<file path="src/rtl/cm0_acg_pkg.sv">
// Shared types and constants for the architectural clock-gating controller.
// Latency: n/a (declarations only).
// Backpressure: n/a.
//
// Contents: the 2-bit FSM state encoding, the width of the shared DRAIN/WAKE
// down-counter, the width of the gated-cycle statistics counter, and a
// helper that turns a cycle count into a down-counter load value.
package cm0_acg_pkg;

    localparam int CNT_W  = 4;   // DRAIN/WAKE down-counter, holds 0..15
    localparam int GCNT_W = 16;  // saturating gated-cycle counter

    typedef enum logic [1:0] {
        ST_RUN   = 2'b00,
        ST_DRAIN = 2'b01,
        ST_GATED = 2'b10,
        ST_WAKE  = 2'b11
    } acg_state_t;

    // The counter is loaded with N-1 and the transition fires on the cycle
    // it reads zero, so the state lasts exactly N cycles.
    function automatic logic [CNT_W-1:0] cnt_load(input int cycles);
        return CNT_W'(cycles - 1);
    endfunction

endpackage

</file>
<file path="src/rtl/cm0_acg_ctrl_if.sv">
// Control/status bundle between the gated-domain logic and the clock-gate controller.
// Latency: n/a (wires only).
// Backpressure: WAKE_REQ is a level held until WAKE_ACK; there is no other flow control.
//
// master: the gated-domain side (drives SE, BUSY, WAKE_REQ, CNT_CLR).
// slave : the controller (drives ENABLE, GATED, WAKE_ACK, GATE_CNT).
interface cm0_acg_ctrl_if;

    logic                            SE;        // scan enable, forces ENABLE high
    logic                            BUSY;      // gated domain has work pending
    logic                            WAKE_REQ;  // external wake request (level)
    logic                            CNT_CLR;   // clears GATE_CNT
    logic                            ENABLE;    // clock enable to the gate cell
    logic                            GATED;     // domain clock currently gated
    logic                            WAKE_ACK;  // one-cycle pulse, clock running
    logic [cm0_acg_pkg::GCNT_W-1:0]  GATE_CNT;  // cycles spent gated, saturating

    modport master (
        output SE, BUSY, WAKE_REQ, CNT_CLR,
        input  ENABLE, GATED, WAKE_ACK, GATE_CNT
    );

    modport slave (
        input  SE, BUSY, WAKE_REQ, CNT_CLR,
        output ENABLE, GATED, WAKE_ACK, GATE_CNT
    );

endinterface

</file>
<file path="src/rtl/cm0_acg_satcnt.sv">
// Saturating up-counter of cycles spent with the domain clock gated.
// Latency: 1 cycle from i_inc/i_clr to o_cnt.
// Backpressure: none; holds at all-ones instead of wrapping.
//
// Ports: i_clk, i_rst (sync, active high), i_inc (count this cycle),
//        i_clr (zero next cycle, wins over i_inc), o_cnt (count value).
module cm0_acg_satcnt
    import cm0_acg_pkg::*;
(
    input  logic              i_clk,
    input  logic              i_rst,
    input  logic              i_inc,
    input  logic              i_clr,
    output logic [GCNT_W-1:0] o_cnt
);

    logic [GCNT_W-1:0] r_cnt;

    always_ff @(posedge i_clk) begin
        if (i_rst) begin
            r_cnt <= '0;
        end else if (i_clr) begin
            r_cnt <= '0;
        end else if (i_inc && (r_cnt != '1)) begin
            r_cnt <= r_cnt + GCNT_W'(1);
        end
    end

    assign o_cnt = r_cnt;

endmodule

</file>
<file path="src/rtl/cm0_acg_ctrl.sv">
// Architectural clock-gating controller: gates an idle domain, wakes it on demand.
// Latency: ENABLE falls IDLE_CYCLES+1 cycles after BUSY drops; WAKE_ACK WAKE_CYCLES+1 cycles after a wake from gated.
// Backpressure: WAKE_REQ is held by the requester until the single-cycle WAKE_ACK.
//
// Ports: CLKIN (free-running clock), RESET (sync, active high),
//        bus (slave side of cm0_acg_ctrl_if: SE/BUSY/WAKE_REQ/CNT_CLR in,
//        ENABLE/GATED/WAKE_ACK/GATE_CNT out).
module cm0_acg_ctrl
    import cm0_acg_pkg::*;
#(
    parameter int ACG         = 1,  // 0: clock never gated
    parameter int IDLE_CYCLES = 4,  // 1..15
    parameter int WAKE_CYCLES = 2   // 1..15
) (
    input  logic           CLKIN,
    input  logic           RESET,
    cm0_acg_ctrl_if.slave  bus
);

    acg_state_t       r_state;
    acg_state_t       w_state_nxt;
    logic [CNT_W-1:0] r_cnt;
    logic [CNT_W-1:0] w_cnt_nxt;
    logic             r_en;
    logic             r_gated;
    logic             r_wake_ack;
    logic             r_req_acked;  // current WAKE_REQ level already acknowledged
    logic             w_wake_any;
    logic             w_ack_wake;
    logic             w_ack_run;

    assign w_wake_any = bus.BUSY | bus.WAKE_REQ;

    // Next-state / counter logic. CNT is shared: DRAIN counts idle cycles,
    // WAKE counts ungated settle cycles.
    always_comb begin
        w_state_nxt = r_state;
        w_cnt_nxt   = r_cnt;
        unique case (r_state)
            ST_RUN: begin
                if (!w_wake_any) begin
                    w_state_nxt = ST_DRAIN;
                    w_cnt_nxt   = cnt_load(IDLE_CYCLES);
                end
            end
            ST_DRAIN: begin
                if (w_wake_any) begin
                    w_state_nxt = ST_RUN;
                end else if (r_cnt == '0) begin
                    w_state_nxt = ST_GATED;
                end else begin
                    w_cnt_nxt = r_cnt - CNT_W'(1);
                end
            end
            ST_GATED: begin
                if (w_wake_any) begin
                    w_state_nxt = ST_WAKE;
                    w_cnt_nxt   = cnt_load(WAKE_CYCLES);
                end
            end
            ST_WAKE: begin
                // Inputs are ignored here: the wake always runs to completion.
                if (r_cnt == '0) begin
                    w_state_nxt = ST_RUN;
                end else begin
                    w_cnt_nxt = r_cnt - CNT_W'(1);
                end
            end
            default: begin
                w_state_nxt = ST_RUN;
                w_cnt_nxt   = '0;
            end
        endcase
        if (ACG == 0) begin
            w_state_nxt = ST_RUN;
            w_cnt_nxt   = '0;
        end
    end

    // Wake from gated acknowledges on the first RUN cycle regardless of
    // cause; a request seen while the clock is already running is
    // acknowledged on the next cycle, once per request level.
    assign w_ack_wake = (r_state == ST_WAKE) && (w_state_nxt == ST_RUN);
    assign w_ack_run  = ((r_state == ST_RUN) || (r_state == ST_DRAIN)) &&
                        bus.WAKE_REQ && !r_req_acked;

    always_ff @(posedge CLKIN) begin
        if (RESET) begin
            r_state     <= ST_RUN;
            r_cnt       <= '0;
            r_en        <= 1'b1;
            r_gated     <= 1'b0;
            r_wake_ack  <= 1'b0;
            r_req_acked <= 1'b0;
        end else begin
            r_state     <= w_state_nxt;
            r_cnt       <= w_cnt_nxt;
            // Decoded from next state so ENABLE/GATED change on the same
            // edge as the state itself.
            r_en        <= (w_state_nxt != ST_GATED);
            r_gated     <= (w_state_nxt == ST_GATED);
            r_wake_ack  <= w_ack_wake | w_ack_run;
            r_req_acked <= bus.WAKE_REQ & (r_req_acked | w_ack_wake | w_ack_run);
        end
    end

    cm0_acg_satcnt u_satcnt (
        .i_clk (CLKIN),
        .i_rst (RESET),
        .i_inc (r_state == ST_GATED),
        .i_clr (bus.CNT_CLR),
        .o_cnt (bus.GATE_CNT)
    );

    // Scan only overrides the enable; FSM and counters are unaffected.
    assign bus.ENABLE   = r_en | bus.SE;
    assign bus.GATED    = r_gated;
    assign bus.WAKE_ACK = r_wake_ack;

endmodule

</file>
<file path="src/flat_wrapper.sv">
// flat-port wrapper written by rule: the top's interface ports become plain ports
module cm0_acg_ctrl_flat import cm0_acg_pkg::*;
#(
    parameter int ACG         = 1,                         
    parameter int IDLE_CYCLES = 4,          
    parameter int WAKE_CYCLES = 2           
)
  (CLKIN, RESET, bus_SE, bus_BUSY, bus_WAKE_REQ, bus_CNT_CLR, bus_ENABLE, bus_GATED, bus_WAKE_ACK, bus_GATE_CNT);
  cm0_acg_ctrl_if bus_i ();
  input  logic CLKIN;
  input  logic RESET;
  input wire logic [$bits(bus_i.SE)-1:0] bus_SE;
  input wire logic [$bits(bus_i.BUSY)-1:0] bus_BUSY;
  input wire logic [$bits(bus_i.WAKE_REQ)-1:0] bus_WAKE_REQ;
  input wire logic [$bits(bus_i.CNT_CLR)-1:0] bus_CNT_CLR;
  output wire logic [$bits(bus_i.ENABLE)-1:0] bus_ENABLE;
  output wire logic [$bits(bus_i.GATED)-1:0] bus_GATED;
  output wire logic [$bits(bus_i.WAKE_ACK)-1:0] bus_WAKE_ACK;
  output wire logic [$bits(bus_i.GATE_CNT)-1:0] bus_GATE_CNT;
  assign bus_i.SE = bus_SE;
  assign bus_i.BUSY = bus_BUSY;
  assign bus_i.WAKE_REQ = bus_WAKE_REQ;
  assign bus_i.CNT_CLR = bus_CNT_CLR;
  assign bus_ENABLE = bus_i.ENABLE;
  assign bus_GATED = bus_i.GATED;
  assign bus_WAKE_ACK = bus_i.WAKE_ACK;
  assign bus_GATE_CNT = bus_i.GATE_CNT;
  cm0_acg_ctrl #(.ACG(ACG), .IDLE_CYCLES(IDLE_CYCLES), .WAKE_CYCLES(WAKE_CYCLES)) u_core (.CLKIN(CLKIN), .RESET(RESET), .bus(bus_i));
endmodule
</file>
<file path="config.mk">
export PLATFORM = sky130hd
export DESIGN_NAME = cm0_acg_ctrl_flat
export DESIGN_NICKNAME = d
export VERILOG_FILES = /design/src/rtl/cm0_acg_pkg.sv /design/src/rtl/cm0_acg_ctrl_if.sv /design/src/rtl/cm0_acg_satcnt.sv /design/src/rtl/cm0_acg_ctrl.sv /design/src/flat_wrapper.sv
export SDC_FILE = /design/constraint.sdc
export NUM_CORES = 1
export LEC_CHECK = 0
export BUFFER_PORTS_ARGS = -buffer_cell sky130_fd_sc_hd__buf_2
export CORE_MARGIN = 2
export CORE_UTILIZATION = 58
export DETAILED_ROUTE_END_ITERATION = 6
export PLACE_DENSITY = 0.9
export SLEW_MARGIN = 20
export SYNTH_ARGS = -nofsm -noshare
export SYNTH_HDL_FRONTEND = slang
export SYNTH_SLANG_ARGS = --single-unit
</file>
<file path="constraint.sdc">
create_clock -name CLKIN -period 4.8 [get_ports CLKIN]
set_clock_uncertainty 0.2 [all_clocks]
set_input_delay 0.24 -clock CLKIN [delete_from_list [all_inputs] [get_ports CLKIN]]
set_output_delay 0.24 -clock CLKIN [all_outputs]
set_load 0.01 [all_outputs]
</file>
* Word level (Yosys, flattened, before mapping)
Index checks and enable logic that the tools add are counted.
** Word-level totals
- Register bits after elaboration :: 26
- Latch bits :: 0
- Memory bits (writable) :: 0
- ROM bits :: 0
- Input bits :: 6
- Output and inout bits :: 19
- Logic and storage cells :: 46
- Memories kept :: 0
** Cells by class
- $add $sub $neg :: 2
- Multipliers :: 0
- Div/mod/pow operators :: 0
- Order comparisons :: 0
- Eq/ne operators :: 9
- Shift-type cells :: 0
- Multiplexer cells :: 11
- Bitwise operators :: 6
- Reductions and logical operators :: 11
** Operators by type and width (number)
- $add 16x1->16 const B :: 1
- $mux 4 :: 4
- $ne 16x16->1 const B :: 1
- $pmux 4 s4 :: 1
- $mux 2 :: 5
- $pmux 2 s4 :: 1
- $eq 2x2->1 const B :: 3
- $ne 2x2->1 const B :: 3
- $or 1x1->1 :: 5
- $logic_and 1x1->1 :: 4
- $logic_not 2->1 :: 2
- $logic_not 4->1 :: 1
- $sub 4x1->4 const B :: 1
- $reduce_and 3->1 :: 1
- $eq 2x1->1 const B :: 1
- $ne 2x1->1 const B :: 1
- $reduce_or 2->1 :: 1
- $and 1x1->1 :: 1
- $logic_not 1->1 :: 1
- $logic_or 1x1->1 :: 1

* Longest topological paths before layout
- Word-level depth :: 9
- Depth in mapped cells :: 7
- Mapped depth without buffers :: 6

* Hierarchy
Synthesis repeated with hierarchy kept, for this count alone.
** Unflattened totals
- Cells, all modules :: 153
- Area, all modules :: 1418.9 um2
** Modules (own cells, without submodules)
- cm0_acg_satcnt :: times used 1, cells an instance 102, area each 917.1 um2, sequential area each 320.3 um2
- cm0_acg_ctrl :: times used 1, cells an instance 51, area each 501.7 um2, sequential area each 200.2 um2

* Least setup slack after synthesis
No wires, ideal clock.
- Kind :: register to register
- From :: register u_core.u_satcnt.r_cnt[0], in the netlist u_core.u_satcnt.o_cnt[0]
- To :: register u_core.u_satcnt.r_cnt[1], in the netlist u_core.u_satcnt.o_cnt[1]
- Library setup time :: 0.066 ns
- Arrival time :: 1.625 ns
- Required time :: 4.534 ns
- Slack :: 2.909 ns
- Cell stages (with the launch flop) :: 8
- Path buffers :: 2
- Clock period less this slack :: 1.891 ns
- Path through :: dfxtp_1 -> ha_1 -> nand3_1 -> nor4_4 -> buf_6 -> buf_8 -> o21ai_1 -> a21oi_2
** Between the ends
- Cells in the longest elaborated chain, start to end :: 2
- Elaborated cells on any way between the ends :: 3
- Those cells by class :: add/sub: 1; eq/ne: 1; reduce/logical: 1
** Ends and longest elaborated chain
- from (decl) :: RTL line cm0_acg_satcnt.sv:17 : logic [GCNT_W-1:0] r_cnt;
- from (signal assigned) :: RTL line cm0_acg_satcnt.sv:25 : r_cnt <= r_cnt + GCNT_W'(1);
- branches (longest 2 deep; another with $add 16x1->16)
Parallel ways; which one is timed is not known.
A chain may end at the register's enable or synchronous reset.

* Worst setup path in the final report
- From :: register u_core.u_satcnt.r_cnt[0], in the netlist u_core.u_satcnt.o_cnt[0]
- To :: register u_core.u_satcnt.r_cnt[9], in the netlist u_core.u_satcnt.o_cnt[9]
The elaborated chain is that of the path after synthesis.

==> metrics.md <==
| Metric | Value |
|---|---|
| Outcome | finished, final reports clean |
| #FFs+latches synth | 26 |
| CP max FO | 25 |
| Post-CTS setup buffers | 0 |
| Nets | between 150 and 200 |
| Register area | ~520 um2 |
| Setup ws final | between 2 and 2.5 ns |
| Synthesized area | approximately 1300 um2 |
| Detailed Route Iter0 Violations | 20 |
| Hold-fix buffers, CTS | 2 |
| Post-DR vias/cell | between 6 and 7 |
| Pre-CTS WS | roughly 2.4 ns |
| Initial antenna violation count | 0 |
| Rows | 17 |
| Total wire length | about 2.8 mm |
| Core Util, Final | 68.8% |
| YS warnings | 0 |
| Worst min path class | input pin to register |
| WP data required | ~4.9 ns |
| # placed instances | 197 |
| Ports | 25 |
| Crit. End Element | register |
| Number of inserted diodes | 0 |
| Fin crit period | between 2 and 2.5 ns |
| Multi-input gate area | between 700 and 800 um2 |
| Syn_nets | 161 |
| Power per Cell Area | approximately 240 nW/um2 |
| RSZ-0062 raised after global routing | no |
| CP Class | register to register |
| Worst IR Drop VDD | 0.000180 V |
| Pleak | roughly 0.56 nW |
| Filler instances | ~180 |
| Clock Tree Buf Depth | 2 |
| H-Tree Level Count | 1 |
| Layout area overhead | 12.6% |
| # setup viols final | 0 |
| Worst setup SP type | register |
| DIE WIDTH | about 52 um |
| Max-slew violations | 0 |
| Starting Density | between 60 and 70% |
| Relative slew slack | between 30% and 40% |
| Fin. Hold Viols | 0 |
| Full die area | 2710 um2 |
| Core area | around 2200 um2 |
| Post_cts resized | 0 |
| Fin Setup TNS | 0 ns |
| Max Fclk | just over 400 MHz |
| Main synth FF type | dfxtp_1 |
| First-pass GRT wire length | roughly 4.6 mm |
| Clock Sinks | 26 |
| Part of the cycle the worst path needs | between 50% and 60% |
| Cts bufs inserted | 3 |
| Yosys cell types | between 40 and 50 |
| Ys async rst share | 0% |
| Fraction of layout cells with a size suffix above 1 | between 20% and 30% |
| Number of detailed-route iterations in the first pass | 4 |
| Gp weighted congestion | between 0.9 and 1 |
| Detail Route Antenna Nets | 0 |
| Clock root cell | clkbuf_4 |
| Total gr overflow | 0 |
| Post-Place Cell Area | 1440 um2 |
| Clk slew on worst S/H paths | between 0.1 and 0.15 ns |
| Via count | between 1,000 and 1,500 |
| Post-route insts no fill | ~200 |
| Die Ht | approximately 52 um |
| Finished Cell Area | approximately 1500 um2 |
| Number of global-route vias before repair | 1,105 |
| Post-synth EDFFs | 0 |
| Gr usage total | between 20 and 25% |
| TritonCTS clock tree | done |
| Sequential-to-total area share from yosys stat | about two fifths |
| DRC Markers | 0 |
| Worst skew pair latency | roughly 0.31 ns |
| Actual slew at the worst max-slew pin | slightly above 1 ns |
| DP Wirelength | 2.06 mm |
| Synth Area per Inst | approximately 8.8 um2 |
| IO buf count | 24 |
| Mapped Cells | between 150 and 200 |
| CP Data Arrival Time | roughly 2.5 ns |
| Largest net degree at the start of global routing | 26 |
| Wirelength per Cell | around 14 um |
| Max Cap Violations | 0 |
cells in the mapped netlist, types with 3 or more instances:
master,n,area (um2)
nand4_1,4,25.0
clkbuf_1,3,11.3
a21oi_2,5,43.8
or4_1,10,75.1
dfxtp_1,26,521
nand2_1,12,45.0
nor2_1,6,22.5
o21ai_1,5,25.0
inv_1,5,18.8
a21oi_1,13,65.1
nor3b_1,3,22.5
o31ai_1,9,67.6
o21ai_0,4,20.0
ha_1,3,37.5
nand3_1,5,25.0
or3_1,9,56.3
cells by family (layout without fill, tap and decap cells):
| group | after synthesis | after routing | share of synthesized area [%] |
|---|---|---|---|
| buffers and inverters | 12 | 35 | 5.14 |
| adders and majority gates | 3 | 3 | 2.81 |
| and+or+nand+nor | 65 | 65 | 30.5 |
| DFF | 26 | 26 | 38.9 |
| AOI/OAI and AO/OA | 46 | 46 | 22.6 |
worst max-delay path, cell delays in order (launching register included):
cell and delay, ns:
dfxtp_1 0.45, ha_1 0.27, nand3_1 0.16, nor4_4 0.92, o31ai_1 0.21, a21oi_1 0.16
report_power, final:
part	leakage [nW]	switching (mW)	internal [mW]
clock	0.0210	0.0604	0.0463
combinational	0.332	0.0160	0.0127
sequential	0.211	0.00375	0.221
total	0.564	0.0802	0.279
per-stage QoR:
stage               hold slack (ns)  total power [mW]
CTS                         0.00493             0.365
global route                 0.0191             0.377
finish                       0.0283             0.360
detailed placement            0.275             0.256
floorplan                     0.207             0.249
global placement              0.253             0.254
state kept, by name, summed over array words and instances (netlist names):
| name | count |
|---|---|
| u_core.r_cnt | 4 |
| u_core.r_en | 1 |
| u_core.r_state | 2 |
| u_core.bus.WAKE_ACK | 1 |
| u_core.u_satcnt.o_cnt | 16 |
| u_core.bus.GATED | 1 |
| u_core.r_req_acked | 1 |
path summary, 6_finish.rpt:
| path | start | endpoint | slack [ns] | cells past startpoint |
|---|---|---|---|---|
| hold reg to reg | u_core.r_cnt[1] | u_core.r_cnt[1] | 0.29 | 2 |
| setup reg to reg | u_core.u_satcnt.o_cnt[0] | u_core.u_satcnt.o_cnt[9] | 2.37 | 5 |
| hold / removal | bus_WAKE_REQ | u_core.r_req_acked | 0.03 | 2 |
| setup / recovery | u_core.u_satcnt.o_cnt[0] | u_core.u_satcnt.o_cnt[9] | 2.37 | 5 |
area by class of cell:
type	count	area share (%)
Clock buffer	4	2.41
Inverter	5	1.25
Multi-Input combinational cell	114	50.2
Sequential cell	26	34.6
Tap cell	28	2.33
Timing Repair Buffer	26	9.30
placed cells by master (no fill, tap or decap), types with 5 or more instances in the layout:
cell type | netlist | routed
dfxtp_1 | 26 | 26
a21oi_2 | 5 | 5
o21ai_1 | 5 | 5
or3_1 | 9 | 9
nor2_1 | 6 | 6
inv_1 | 5 | 5
a21oi_1 | 13 | 13
nand2_1 | 12 | 12
nand3_1 | 5 | 5
buf_2 | 1 | 24
or4_1 | 10 | 10
o31ai_1 | 9 | 9
metal layers:
metal  share of wire (%)  vias up  track usage, %
met5                   0        -               0
li1                    -      631               -
met2                  53       13            39.9
met1                  45      582            25.6
met4                0.62        0            11.8
met3                 2.1        2            2.87
Note: power is estimated with default switching activity, not from simulation.
